==> src/rtl/prom_loader_pkg.sv <==
// prom_loader shared types and constants.
// Optional frame checksum: PROM_LOADER_CHECKSUM_EN.
package prom_loader_pkg;

  typedef enum logic [2:0] {
    ST_IDLE,
    ST_LEN_LO,
    ST_LEN_HI,
    ST_DATA,
    ST_CHK
  } state_e;

  localparam logic [7:0] SYNC_DEFAULT = 8'hA5;
  localparam int         LEN_W        = 16;

endpackage

==> src/rtl/word_assembler.sv <==
// Collects WORD_BYTES little-endian bytes into one word.
// Strobes word_valid_o together with the final byte.
module word_assembler #(
  parameter int WORD_BYTES = 2
) (
  input  logic                    clk,
  input  logic                    reset,
  input  logic                    clear_i,
  input  logic                    valid_i,
  input  logic [7:0]              byte_i,
  output logic                    word_valid_o,
  output logic [WORD_BYTES*8-1:0] word_o
);

  localparam int IW = (WORD_BYTES > 1) ? $clog2(WORD_BYTES) : 1;
  localparam logic [IW-1:0] LAST = IW'(WORD_BYTES - 1);

  logic [IW-1:0] idx_q, idx_d;

  assign word_valid_o = valid_i && (idx_q == LAST);

  always_comb begin
    idx_d = idx_q;
    if (clear_i) begin
      idx_d = '0;
    end else if (valid_i) begin
      idx_d = word_valid_o ? '0 : idx_q + 1'b1;
    end
  end

  always_ff @(posedge clk) begin
    if (reset) begin
      idx_q <= '0;
    end else begin
      idx_q <= idx_d;
    end
  end

  generate
    if (WORD_BYTES == 1) begin : g_single
      assign word_o = byte_i;
    end else begin : g_multi
      // Holds the earlier bytes; newest byte lands on top.
      logic [WORD_BYTES*8-9:0] shift_q;

      assign word_o = {byte_i, shift_q};

      always_ff @(posedge clk) begin
        if (reset || clear_i) begin
          shift_q <= '0;
        end else if (valid_i) begin
          shift_q <= word_o[WORD_BYTES*8-1:8];
        end
      end
    end
  endgenerate

endmodule

==> src/rtl/prom_loader.sv <==
// Framed UART-to-PROM loader with combinational read port.
// Define PROM_LOADER_CHECKSUM_EN to require a trailing checksum byte.
module prom_loader
  import prom_loader_pkg::*;
#(
  parameter int         WORD_WIDTH = 16,
  parameter int         ROM_WORDS  = 27,
  parameter logic [7:0] SYNC_BYTE  = SYNC_DEFAULT,
  localparam int        WORD_BYTES = WORD_WIDTH / 8,
  localparam int        AW = (ROM_WORDS > 1) ? $clog2(ROM_WORDS) : 1
) (
  input  logic                  clk,
  input  logic                  reset,
  input  logic [7:0]            rx_data_i,
  input  logic                  rx_ready_i,
  output logic                  rx_ack_o,
  input  logic [AW-1:0]         read_addr_i,
  output logic [WORD_WIDTH-1:0] read_data_o,
  output logic                  busy_o,
  output logic                  done_o,
  output logic                  error_o,
  output logic [AW:0]           words_loaded_o
);

  state_e state_q, state_d;
  logic busy_q, busy_d;
  logic done_q, done_d;
  logic error_q, error_d;
  logic [AW:0] words_q, words_d;
  logic [LEN_W-1:0] len_q, len_d;
`ifdef PROM_LOADER_CHECKSUM_EN
  logic [7:0] sum_q, sum_d;
`endif

  logic frame_start;
  logic data_byte;
  logic word_valid;
  logic last_word;
  logic [LEN_W-1:0] len_full;
  logic [WORD_WIDTH-1:0] word;
  logic [WORD_WIDTH-1:0] prom_q [ROM_WORDS];

  assign rx_ack_o    = rx_ready_i;
  assign frame_start = rx_ready_i && (state_q == ST_IDLE)
                       && (rx_data_i == SYNC_BYTE);
  assign data_byte   = rx_ready_i && (state_q == ST_DATA);
  assign len_full    = {rx_data_i, len_q[7:0]};
  assign last_word   = word_valid
                       && ((LEN_W'(words_q) + 16'd1) == len_q);

  word_assembler #(
    .WORD_BYTES(WORD_BYTES)
  ) u_asm (
    .clk         (clk),
    .reset       (reset),
    .clear_i     (frame_start),
    .valid_i     (data_byte),
    .byte_i      (rx_data_i),
    .word_valid_o(word_valid),
    .word_o      (word)
  );

  always_comb begin
    state_d = state_q;
    busy_d  = busy_q;
    done_d  = done_q;
    error_d = error_q;
    words_d = words_q;
    len_d   = len_q;
`ifdef PROM_LOADER_CHECKSUM_EN
    sum_d   = sum_q;
`endif
    if (rx_ready_i) begin
      unique case (state_q)
        ST_IDLE: begin
          if (frame_start) begin
            busy_d  = 1'b1;
            done_d  = 1'b0;
            error_d = 1'b0;
            words_d = '0;
`ifdef PROM_LOADER_CHECKSUM_EN
            sum_d   = '0;
`endif
            state_d = ST_LEN_LO;
          end
        end
        ST_LEN_LO: begin
          len_d   = {8'h00, rx_data_i};
`ifdef PROM_LOADER_CHECKSUM_EN
          sum_d   = sum_q + rx_data_i;
`endif
          state_d = ST_LEN_HI;
        end
        ST_LEN_HI: begin
          len_d = len_full;
`ifdef PROM_LOADER_CHECKSUM_EN
          sum_d = sum_q + rx_data_i;
`endif
          if (len_full == '0 || len_full > LEN_W'(ROM_WORDS)) begin
            error_d = 1'b1;
            busy_d  = 1'b0;
            state_d = ST_IDLE;
          end else begin
            state_d = ST_DATA;
          end
        end
        ST_DATA: begin
`ifdef PROM_LOADER_CHECKSUM_EN
          sum_d = sum_q + rx_data_i;
`endif
          if (word_valid) begin
            words_d = words_q + 1'b1;
          end
          if (last_word) begin
`ifdef PROM_LOADER_CHECKSUM_EN
            state_d = ST_CHK;
`else
            busy_d  = 1'b0;
            done_d  = 1'b1;
            state_d = ST_IDLE;
`endif
          end
        end
`ifdef PROM_LOADER_CHECKSUM_EN
        ST_CHK: begin
          busy_d  = 1'b0;
          state_d = ST_IDLE;
          if (8'(sum_q + rx_data_i) == 8'h00) begin
            done_d = 1'b1;
          end else begin
            error_d = 1'b1;
          end
        end
`endif
        default: begin
          busy_d  = 1'b0;
          state_d = ST_IDLE;
        end
      endcase
    end
  end

  always_ff @(posedge clk) begin
    if (reset) begin
      state_q <= ST_IDLE;
      busy_q  <= 1'b0;
      done_q  <= 1'b0;
      error_q <= 1'b0;
      words_q <= '0;
      len_q   <= '0;
`ifdef PROM_LOADER_CHECKSUM_EN
      sum_q   <= '0;
`endif
    end else begin
      state_q <= state_d;
      busy_q  <= busy_d;
      done_q  <= done_d;
      error_q <= error_d;
      words_q <= words_d;
      len_q   <= len_d;
`ifdef PROM_LOADER_CHECKSUM_EN
      sum_q   <= sum_d;
`endif
    end
  end

  // Contents survive reset; only control state is cleared.
  always_ff @(posedge clk) begin
    if (data_byte && word_valid) begin
      prom_q[words_q[AW-1:0]] <= word;
    end
  end

  assign read_data_o = (32'(read_addr_i) < ROM_WORDS)
                       ? prom_q[read_addr_i] : '1;

  assign busy_o         = busy_q;
  assign done_o         = done_q;
  assign error_o        = error_q;
  assign words_loaded_o = words_q;

endmodule

==> config.mk <==
export PLATFORM = sky130hd
export DESIGN_NAME = prom_loader
export DESIGN_NICKNAME = d
export VERILOG_FILES = /design/src/rtl/prom_loader_pkg.sv /design/src/rtl/word_assembler.sv /design/src/rtl/prom_loader.sv
export SDC_FILE = /design/constraint.sdc
export NUM_CORES = 1
export LEC_CHECK = 0
export CORE_MARGIN = 2
export CORE_UTILIZATION = 34
export DETAILED_ROUTE_END_ITERATION = 12
export GPL_ROUTABILITY_DRIVEN = 1
export PLACE_DENSITY_LB_ADDON = 0.3
export SYNTH_ARGS = -nofsm -noshare
export SYNTH_HDL_FRONTEND = slang
export SYNTH_SLANG_ARGS = --single-unit
==> constraint.sdc <==
create_clock -name clk -period 5.75 [get_ports clk]
set_input_delay 1.4375 -clock clk [delete_from_list [all_inputs] [get_ports clk]]
set_output_delay 1.4375 -clock clk [all_outputs]
set_load 0.01 [all_outputs]
==> impl_metrics.env <==
export IMPL_drive_above_1_share=0.242
export IMPL_finalHoldViolations=0
export IMPL_rows=85
export IMPL_max_cap_viol_count=0
export IMPL_crit_fanout=22
export IMPL_drc=0
export IMPL_clockBufferDepth=3
export IMPL_clk_pin_slew_ns=0.06
export IMPL_crit_type="in -> out"
export IMPL_port_buffers=41
export IMPL_gp_congestion=0.752
export IMPL_reg2reg_setup_slack_ns=3.02
export IMPL_fin_crit_sh=0.929
export IMPL_htree_levels=2
export IMPL_crit_path_start_kind="primary input"
export IMPL_r2r_start="state_q[0]$_SDFFE_PP0P_"
export IMPL_whs_endpoint="len_q[13]$_SDFFE_PP0P_"
export IMPL_synth_top_area_frac=0.700
export IMPL_arrival_ns=3.90
export IMPL_r2r_end="busy_o$_SDFFE_PP0P_"
export IMPL_grt_antenna_before_repair=0
export IMPL_finalClockSkew_ns=0.0259
export IMPL_grt_pass1_vias=9539
export IMPL_fp_dieH_um=237
export IMPL_routedWlPerCell_um=23.9
export IMPL_leakagePower_nw=6.25
export IMPL_fin_crit_ns=5.34
export IMPL_vias_per_cell=5.20
export IMPL_reg2reg_depth=7
export IMPL_grt_max_degree=33
export IMPL_ctsHoldBuffers=0
export IMPL_status="complete, no violations"
export IMPL_cts_num_sinks=468
export IMPL_vias=9372
export IMPL_regArea_mm2=0.0137
export IMPL_ys_flop_type="edfxtp_1"
export IMPL_clk_latency_ns=0.59
export IMPL_clock_tree_root_cell="clkbuf_16"
export IMPL_worst_pin_slew_ns=1.07
export IMPL_rsz0062_at_grt="false"
export IMPL_dieWidth_um=237
export IMPL_synth_cell_type_count=51
export IMPL_p_per_area_mw_per_mm2=325
export IMPL_hpwl_mm=25.0
export IMPL_cts_resized=0
export IMPL_worstSetupEndpointType="primary output"
export IMPL_fmax_ghz=0.187
export IMPL_ys_warn_count=0
export IMPL_hp_class="reg -> reg"
export IMPL_dieArea_mm2=0.0564
export IMPL_placed_cell_area_mm2=0.0201
export IMPL_yosysSeqAreaShare=0.739
export IMPL_ys_ff_latch=468
export IMPL_cts_buffers=48
export IMPL_area_growth_pct=17.0
export IMPL_setup_viol=0
export IMPL_synth_nets=1000
export IMPL_ant_nets=0
export IMPL_fin_tns_setup_ns=0
export IMPL_core_area_mm2=0.0538
export IMPL_whs_path_depth=2
export IMPL_nets=1092
export IMPL_avgSynthCellArea_um2=19.0
export IMPL_cts_tree="built"
export IMPL_cts_setup_buffers=0
export IMPL_antennaDiodeCount=0
export IMPL_postLayoutCellArea_mm2=0.0217
export IMPL_ir_drop_mv=0.212
export IMPL_synth_edff_count=432
export IMPL_maxSlewHeadroom=0.284
export IMPL_syn_area_mm2=0.0185
export IMPL_ys_async_sr_fraction=0
export IMPL_multi_input_area_mm2=0.00457
export IMPL_firstDrtPassIters=5
export IMPL_io_pins=42
export IMPL_whs_ns=0.452
export IMPL_grt_overflow_total=0
export IMPL_syn_inst=974
export IMPL_grt_pass1_wl_mm=64.0
export IMPL_drt_initial_drc_count=935
export IMPL_yosys_area_top_type="edfxtp_1"
export IMPL_grt_usage=0.156
export IMPL_ys_top_cells_by_area="edfxtp_1, mux4_2, dfxtp_1"
export IMPL_min_from="len_q[13]$_SDFFE_PP0P_"
export IMPL_fill_cells=4812
export IMPL_initial_core_util=0.344
export IMPL_slew_violations=0
export IMPL_wirelength_mm=43.1
export IMPL_cp_required_ns=4.31
==> logic make-up after synthesis <==
kind of cell | after synthesis | share of synthesized area
flops | 468 | 0.739
simple gates | 175 | 0.0464
mux | 130 | 0.146
compound gates | 118 | 0.0417
buf+inv | 65 | 0.0162
fa+ha+maj | 10 | 0.00675
xor+xnor | 8 | 0.00378
==> registers in the layout (all words and copies together) (netlist names) <==
name                   cells
busy_o                     1
done_o                     1
error_o                    1
len_q                     16
prom_q                   432
state_q                    2
u_asm.g_multi.shift_q      8
u_asm.idx_q                1
words_loaded_o             6
==> power breakdown <==
part | switching, mW | total [mW] | internal, mW
Combinational | 0.156 | 0.275 | 0.118
Clock | 1.28 | 3.09 | 1.81
Sequential | 0.000214 | 3.69 | 3.69
==> cell usage after synthesis, types with 2 or more instances <==
cell and instances:
and3_1 2, inv_1 9, mux4_2 112, buf_1 8, and2_1 4, nand4_1 3
ha_1 10, o21ai_1 5, nor2_1 64, nand3_1 11, xor2_1 3, a21oi_1 65
o22a_1 16, dfxtp_1 36, buf_4 2, clkbuf_1 32, or3b_1 2, nor3b_1 9
xnor2_1 5, a211oi_1 17, nor3_1 4, a21o_1 2, buf_6 5, edfxtp_1 432
or3_1 2, nand2_1 41, nor2b_1 17, buf_2 9, mux2i_1 18, nor4_1 3
nand3b_1 4, o211ai_2 2, or4_4 2
==> placed cells by master (no fill, tap or decap), types with 3 or more instances in the layout <==
cell	netlist	routed
edfxtp_1	432	432
mux4_2	112	112
a21oi_1	65	65
buf_4	2	50
clkbuf_16	0	49
nor2_1	64	48
nand2_1	41	41
clkdlybuf4s50_1	0	37
dfxtp_1	36	36
mux2i_1	18	18
nor2b_1	17	17
a211oi_1	17	17
o22a_1	16	16
nor2_2	0	16
clkbuf_1	32	15
nand3_1	11	11
ha_1	10	10
inv_1	9	9
nor3b_1	9	9
buf_12	0	8
clkinv_1	0	7
clkinv_2	0	7
o21ai_1	5	5
xnor2_1	5	5
clkbuf_8	0	5
nand3b_1	4	4
nor3_1	4	4
and2_1	4	4
bufinv_16	0	4
nor4_1	3	3
nand4_1	3	3
xor2_1	3	3
==> worst max-delay path by stage <==
| stage | start | endpoint | slack (ns) |
|---|---|---|---|
| after floorplan | read_addr_i[0] | read_data_o[0] | 1.20 |
| after global placement | read_addr_i[0] | read_data_o[12] | 0.42 |
| after detailed placement | read_addr_i[0] | read_data_o[15] | 0.38 |
| after CTS | read_addr_i[0] | read_data_o[15] | 0.38 |
| after global routing | read_addr_i[0] | read_data_o[15] | 0.31 |
| final | read_addr_i[0] | read_data_o[15] | 0.41 |
==> layer usage <==
metal  vias up  global-route usage  routed length, um
met5         -                   0                  0
met4         0              0.0347                638
met3        55              0.0316               2760
met2       277               0.241              19800
met1      4914               0.229              19900
li1       4126                   -                  -
==> per-stage QoR <==
step,std cells,utilization,power [mW],setup slack [ns]
2_1_floorplan,974,-,3.91,1.20
3_3_place_gp,1712,0.373,4.04,0.417
3_5_place_dp,1712,0.373,4.04,0.384
4_1_cts,1801,0.403,7.12,0.381
5_1_grt,1801,0.403,7.27,0.309
6_report,1801,0.403,7.05,0.408
==> cell type report <==
cell class / instances / share of cell area
clock inverter: 21 / 0.0109
tap: 696 / 0.0402
multi-input combinational: 441 / 0.211
sequential: 468 / 0.632
clock buffer: 68 / 0.0617
inverter: 9 / 0.00156
timing repair buffer: 98 / 0.0429
==> worst max-delay path, stage by stage <==
cell	delay (ns)
clkbuf_8	0.31
buf_4	0.23
mux4_2	0.52
nor2b_1	0.15
a211oi_1	0.30
a21oi_1	0.13
o22a_1	0.30
clkdlybuf4s50_1	0.52
Power figures use the tool's default switching activity.
